`config.mk`:
```
export PLATFORM = sky130hd
export DESIGN_NAME = sdram_init_seq
export DESIGN_NICKNAME = d
export VERILOG_FILES = /design/src/rtl/sdram_init_seq.sv
export SDC_FILE = /design/constraint.sdc
export NUM_CORES = 1
export LEC_CHECK = 0
export ABC_AREA = 1
export BUFFER_PORTS_ARGS = -buffer_cell sky130_fd_sc_hd__buf_4
export CORE_MARGIN = 5
export CORE_UTILIZATION = 50
export DETAILED_ROUTE_END_ITERATION = 10
export GPL_TIMING_DRIVEN = 1
export PLACE_DENSITY = 0.95
export SLEW_MARGIN = 10
export SYNTH_ARGS = -nofsm -noshare
export SYNTH_HDL_FRONTEND = slang
export SYNTH_SLANG_ARGS = --single-unit
```
`constraint.sdc`:
```
create_clock -name clk_i -period 4.1 [get_ports clk_i]
set_input_delay 0.615 -clock clk_i [delete_from_list [all_inputs] [get_ports clk_i]]
set_output_delay 0.615 -clock clk_i [all_outputs]
set_load 0.005 [all_outputs]
```
`src/rtl/sdram_init_seq.sv`:
```
// sdram_init_seq: SDRAM power-up sequencer that issues controller register writes over APB and mode commands over AHB.
//   clk_i, rst_i (sync, active-high), start_i            : clock, reset, sequence trigger
//   busy_o, done_o, err_o                                : status; done_o and err_o stay set until reset
//   PSEL..PWDATA / PREADY, PSLVERR                       : APB master write port
//   HSEL..HWDATA / HREADY, HRESP                         : AHB-Lite master write port
module sdram_init_seq #(
    parameter int                    HADDR_SIZE  = 32,
    parameter int                    HDATA_SIZE  = 32,
    parameter logic [3:0]            CTRL_PADDR  = 4'h0,
    parameter logic [3:0]            TIME_PADDR  = 4'h4,
    parameter logic [31:0]           CTRL_PRE    = 32'd0,
    parameter logic [31:0]           CTRL_AREF   = 32'd1,
    parameter logic [31:0]           CTRL_LMR    = 32'd2,
    parameter logic [31:0]           CTRL_NORMAL = 32'd3,
    parameter logic [31:0]           TIME_VAL    = 32'd0,
    parameter logic [HADDR_SIZE-1:0] PRE_HADDR   = 'h400,
    parameter logic [HADDR_SIZE-1:0] AREF_HADDR  = '0,
    parameter logic [HADDR_SIZE-1:0] LMR_HADDR   = '0,
    parameter int                    AREF_CNT    = 8,
    parameter int                    TIMEOUT_CNT = 256
) (
    input  logic                  clk_i,
    input  logic                  rst_i,
    input  logic                  start_i,
    output logic                  busy_o,
    output logic                  done_o,
    output logic                  err_o,
    output logic                  PSEL,
    output logic                  PENABLE,
    output logic                  PWRITE,
    output logic [3:0]            PADDR,
    output logic [3:0]            PSTRB,
    output logic [2:0]            PPROT,
    output logic [31:0]           PWDATA,
    input  logic                  PREADY,
    input  logic                  PSLVERR,
    output logic                  HSEL,
    output logic                  HWRITE,
    output logic                  HMASTLOCK,
    output logic [1:0]            HTRANS,
    output logic [2:0]            HSIZE,
    output logic [2:0]            HBURST,
    output logic [3:0]            HPROT,
    output logic [HADDR_SIZE-1:0] HADDR,
    output logic [HDATA_SIZE-1:0] HWDATA,
    input  logic                  HREADY,
    input  logic                  HRESP
);
    localparam int              WW        = $clog2(TIMEOUT_CNT + 1);
    localparam logic [WW-1:0]   WAIT_LAST = WW'(TIMEOUT_CNT - 1);
    localparam logic [3:0]      AREF_INIT = 4'(AREF_CNT);
    localparam logic [2:0]      ST_AREF   = 3'd3;
    localparam logic [2:0]      ST_TIME   = 3'd6;
    localparam logic [2:0]      ST_LAST   = 3'd7;

    typedef enum logic [2:0] {IDLE, APB_SETUP, APB_ACCESS, AHB_ADDR, AHB_DATA, DONE, ERROR} state_t;

    state_t                  state, state_n;
    logic [2:0]              step, step_n;
    logic [3:0]              aref, aref_n;
    logic [WW-1:0]           wait_cnt, wait_n;
    logic                    adv, timeout, apb_nx, addr_nx;
    logic [31:0]             step_data;
    logic [HADDR_SIZE-1:0]   step_haddr;

    // Steps 1, 3 and 5 are the SDRAM-side AHB writes; all others are APB register writes.
    function automatic logic is_ahb_step(input logic [2:0] s);
        return s == 3'd1 || s == ST_AREF || s == 3'd5;
    endfunction

    assign PWRITE    = 1'b1;
    assign PSTRB     = 4'hF;
    assign PPROT     = 3'b000;
    assign HWRITE    = 1'b1;
    assign HSIZE     = 3'b010;
    assign HBURST    = 3'b000;
    assign HPROT     = 4'b0011;
    assign HMASTLOCK = 1'b0;
    assign HWDATA    = '0;

    always_comb begin
        state_n = state;
        step_n  = step;
        aref_n  = aref;
        adv     = 1'b0;
        timeout = wait_cnt == WAIT_LAST;
        case (state)
            IDLE:       if (start_i) begin
                            step_n  = '0;
                            state_n = APB_SETUP;
                        end
            APB_SETUP:  state_n = APB_ACCESS;
            APB_ACCESS: if (PREADY) begin
                            state_n = PSLVERR ? ERROR : state;
                            adv     = !PSLVERR;
                        end else if (timeout) state_n = ERROR;
            AHB_ADDR:   if (HREADY) state_n = AHB_DATA;
                        else if (timeout) state_n = ERROR;
            AHB_DATA:   if (HREADY && HRESP) state_n = ERROR;
                        else if (HREADY) begin
                            if (step == ST_AREF) aref_n = aref - 4'd1;
                            // Refresh writes loop straight back to the address phase until the count is spent.
                            if (step == ST_AREF && aref != 4'd1) state_n = AHB_ADDR;
                            else adv = 1'b1;
                        end else if (timeout) state_n = ERROR;
            default:    ;
        endcase
        if (adv) begin
            step_n  = step + 3'd1;
            state_n = step == ST_LAST ? DONE : is_ahb_step(step + 3'd1) ? AHB_ADDR : APB_SETUP;
            if (step + 3'd1 == ST_AREF) aref_n = AREF_INIT;
        end
        wait_n = state_n != state ? '0 :
                 (state == APB_ACCESS || state == AHB_ADDR || state == AHB_DATA) ? wait_cnt + 1'b1 : wait_cnt;
        apb_nx     = state_n == APB_SETUP || state_n == APB_ACCESS;
        addr_nx    = state_n == AHB_ADDR;
        step_data  = step_n == 3'd0 ? CTRL_PRE : step_n == 3'd2 ? CTRL_AREF :
                     step_n == 3'd4 ? CTRL_LMR : step_n == ST_TIME ? TIME_VAL : CTRL_NORMAL;
        step_haddr = step_n == 3'd1 ? PRE_HADDR : step_n == ST_AREF ? AREF_HADDR : LMR_HADDR;
    end

    // Outputs are registered from the next-state view so they change together with the state.
    always_ff @(posedge clk_i) begin
        if (rst_i) begin
            state    <= IDLE;
            step     <= '0;
            aref     <= '0;
            wait_cnt <= '0;
            busy_o   <= 1'b0;
            done_o   <= 1'b0;
            err_o    <= 1'b0;
            PSEL     <= 1'b0;
            PENABLE  <= 1'b0;
            PADDR    <= '0;
            PWDATA   <= '0;
            HSEL     <= 1'b0;
            HTRANS   <= 2'b00;
            HADDR    <= '0;
        end else begin
            state    <= state_n;
            step     <= step_n;
            aref     <= aref_n;
            wait_cnt <= wait_n;
            busy_o   <= !(state_n inside {IDLE, DONE, ERROR});
            done_o   <= state_n == DONE;
            err_o    <= state_n == ERROR;
            PSEL     <= apb_nx;
            PENABLE  <= state_n == APB_ACCESS;
            PADDR    <= apb_nx ? (step_n == ST_TIME ? TIME_PADDR : CTRL_PADDR) : 4'h0;
            PWDATA   <= apb_nx ? step_data : 32'd0;
            HSEL     <= addr_nx;
            HTRANS   <= addr_nx ? 2'b10 : 2'b00;
            HADDR    <= addr_nx ? step_haddr : '0;
        end
    end
endmodule

```
==> flow_summary.yaml <==
detailed_routing:
  drc: 0
  vias: 1788
  wirelength_um: 4570
  wl_per_cell_um: 10.4
  drtIter0Drc: 124
  ant_nets: 0
  via_per_inst: 4.07
  firstDrtPassIters: 4
finish:
  final-seq-area_um2: 581
  syn_to_final_growth_pct: -4.07
  antennaDiodeCount: 0
  multi_input_area_um2: 1410
  layout-drive-gt1-share_pct: 17.3
  nets: 384
  layout_commonest_cell: "conb_1"
  nFillCells: 469
  layout_common_cells: "117 x conb_1, 43 x nand2_1, 32 x nor2_1"
global_routing:
  grtUsageTotal_pct: 13.2
  grt.busiest_layer: "met2"
  grtUsageMet2_pct: 23.3
  grt_max_degree: 11
  antenna_found_initial: 0
  use_met1_pct: 14.8
  grt_pass1_wl_um: 6940
  grt_remaining_overflow: 0
  grt_util_met3_pct: 3.29
  first_global_vias: 1602
power:
  vdd_ir_drop_max_uv: 301
  p_leak_nw: 1.28
  finalPower_mw: 1.27
  power.density_nw_per_um2: 512
timing:
  timing.fmax_mhz: 467
  setup_viol: 0
  finalCritPeriodShare_pct: 52.2
  skew_ps: 6.41
  period_needed_ps: 2140
  hold_viol: 0
  slew_viol_final: 0
  rsz0062_at_grt: "no"
  tns_ps: 0
min_path:
  hold_path.class: "register to register"
floorplan:
  dieHeight_um: 81.9
  die_area_um2: 6710
  die_w_um: 81.9
  core.rowCount: 26
  start_util_pct: 50.9
  io_pins: 135
  core_um2: 5070
worst_setup_path:
  crit_fanout: 5
  critPathCaptureType: "register"
  required_ps: 4270
  start_kind: "register"
  critical_path_arrival_ps: 2310
  path_class: "register to register"
synthesis:
  ys_types: 35
  synth_simple_gate_area_share_pct: 26.1
  synth_mux_area_share_pct: 0.387
  synth_cells: 347
  synth_fa_ha_area_share_pct: 4.36
  synth_area_leaders: "buf_4 34%, dfxtp_1 22%, nand2_1 6.2%, nor2_1 4.6%, inv_1 4.5%"
  synth_top_family_by_area: "buffers and inverters"
  synth_compound_area_share_pct: 3.92
  syn_area_um2: 2580
  ys_warn_count: 0
  ys_seq_elements: 29
  yosys.area_share.xor_xnor_pct: 2.71
  netlist.area_leader.share_pct: 34.3
  syn_avg_cell_area_um2: 7.45
  yosysSeqAreaShare_pct: 22.5
  synth_top_area_cell: "buf_4"
clock_network:
  cts_buffer_depth: 2
  cts_sinks: 29
  clkTransAtPathRegs_ps: 60
  root_buffer: "clkbuf_8"
  cts_tree: "yes"
  clk_latency_ps: 280
  cts.hold.buffers_added: 0
  htree_levels: 2
  ctsResizeCount: 0
  cts_buffers: 5
  cts_setup_buffers: 0
status:
  status: "finished clean"
placement:
  numPortBuffers: 17
  dp_hpwl_um: 3540
  place_congestion: 0.856
flow_run:
  drv_cap: 0
==> per-layer routing <==
metal / routed length [um] / share of wire [%] / up-vias
met2: 2460 / 54 / 90
met1: 1570 / 34 / 813
li1: - / - / 872
met3: 442 / 9.7 / 13
met5: 0 / 0 / -
met4: 94 / 2.1 / 0
==> synth_stat cells (all sizes together) <==
master	number
mux2i	1
conb	2
nor3	3
dfxtp	29
nor2	48
inv	36
nand3	15
nand2	54
a21oi	7
a31oi	1
buf	118
a211oi	1
ha	9
nand4	4
nand3b	1
xnor2	4
xor2	4
o21ai	9
or2	1
==> critical path: stages, from the launching register on <==
cell and delay [ps]:
dfxtp_1 340, ha_1 220, nand2_1 80, inv_1 50, nand3_1 60, nor2_1 40
ha_1 190, nor2_1 140, inv_1 50, nand2_1 60, nand2_1 50, nor2_1 100
nand2_1 70, nand2_2 70, nand2_1 100, inv_2 120, nand3_1 100, o21ai_0 110
nor2_1 60
==> registers in the layout, summed over array words and instances, names as in the netlist <==
register and flops:
wait_cnt 9, aref 4, state 3, step 3, PWDATA 2, HADDR 1
HSEL 1, PADDR 1, PENABLE 1, PSEL 1, busy_o 1, done_o 1
err_o 1
==> power breakdown <==
part	internal, mW	switching [mW]	leakage, nW
clock	0.241	0.107	0.0681
sequential	0.322	0.0355	0.235
combinational	0.183	0.381	0.981
total	0.747	0.523	1.28
==> area by class of cell <==
type	instances	share of cell area, %
well taps	70	3.53
clock buffers	5	2.78
inverters	36	5.75
multi-input cells	279	56.7
repair buffers	17	5.15
flip-flops and latches	29	23.4
clock inverters	3	2.62
==> kinds of logic (layout without fill, tap and decap cells) <==
logic type | count (synthesis) | count (layout)
buffers and inverters | 154 | 61
and+or+nand+nor | 126 | 126
DFF | 29 | 29
AOI/OAI and AO/OA | 18 | 18
adders and majority gates | 9 | 9
xor gates and xnor gates | 8 | 8
other | 2 | 117
muxes | 1 | 1
==> worst paths after layout <==
kind / from / to / slack [ps] / depth (start not counted)
setup / recovery: wait_cnt[0]$_SDFFE_PP0P_ / busy_o$_SDFF_PP0_ / 1960 / 18
hold / removal: aref[3]$_SDFF_PP0_ / aref[3]$_SDFF_PP0_ / 530 / 2
setup reg to reg: wait_cnt[0]$_SDFFE_PP0P_ / busy_o$_SDFF_PP0_ / 1960 / 18
hold reg to reg: aref[3]$_SDFF_PP0_ / aref[3]$_SDFF_PP0_ / 530 / 2
==> metrics by stage <==
step                instances  utilization [%]  cell area [um^2]  hold slack (ps)  worst slack [ps]
detailed placement        431             46.2              2340              492              2060
CTS                       439             48.8              2480              518              1990
global placement          431             46.2              2340              482              2160
floorplan                 462                -              3020              463              2260
global route              439             48.8              2480              531              1740
finish                    439             48.8              2480              529              1960
Power figures use the tool's default switching activity.
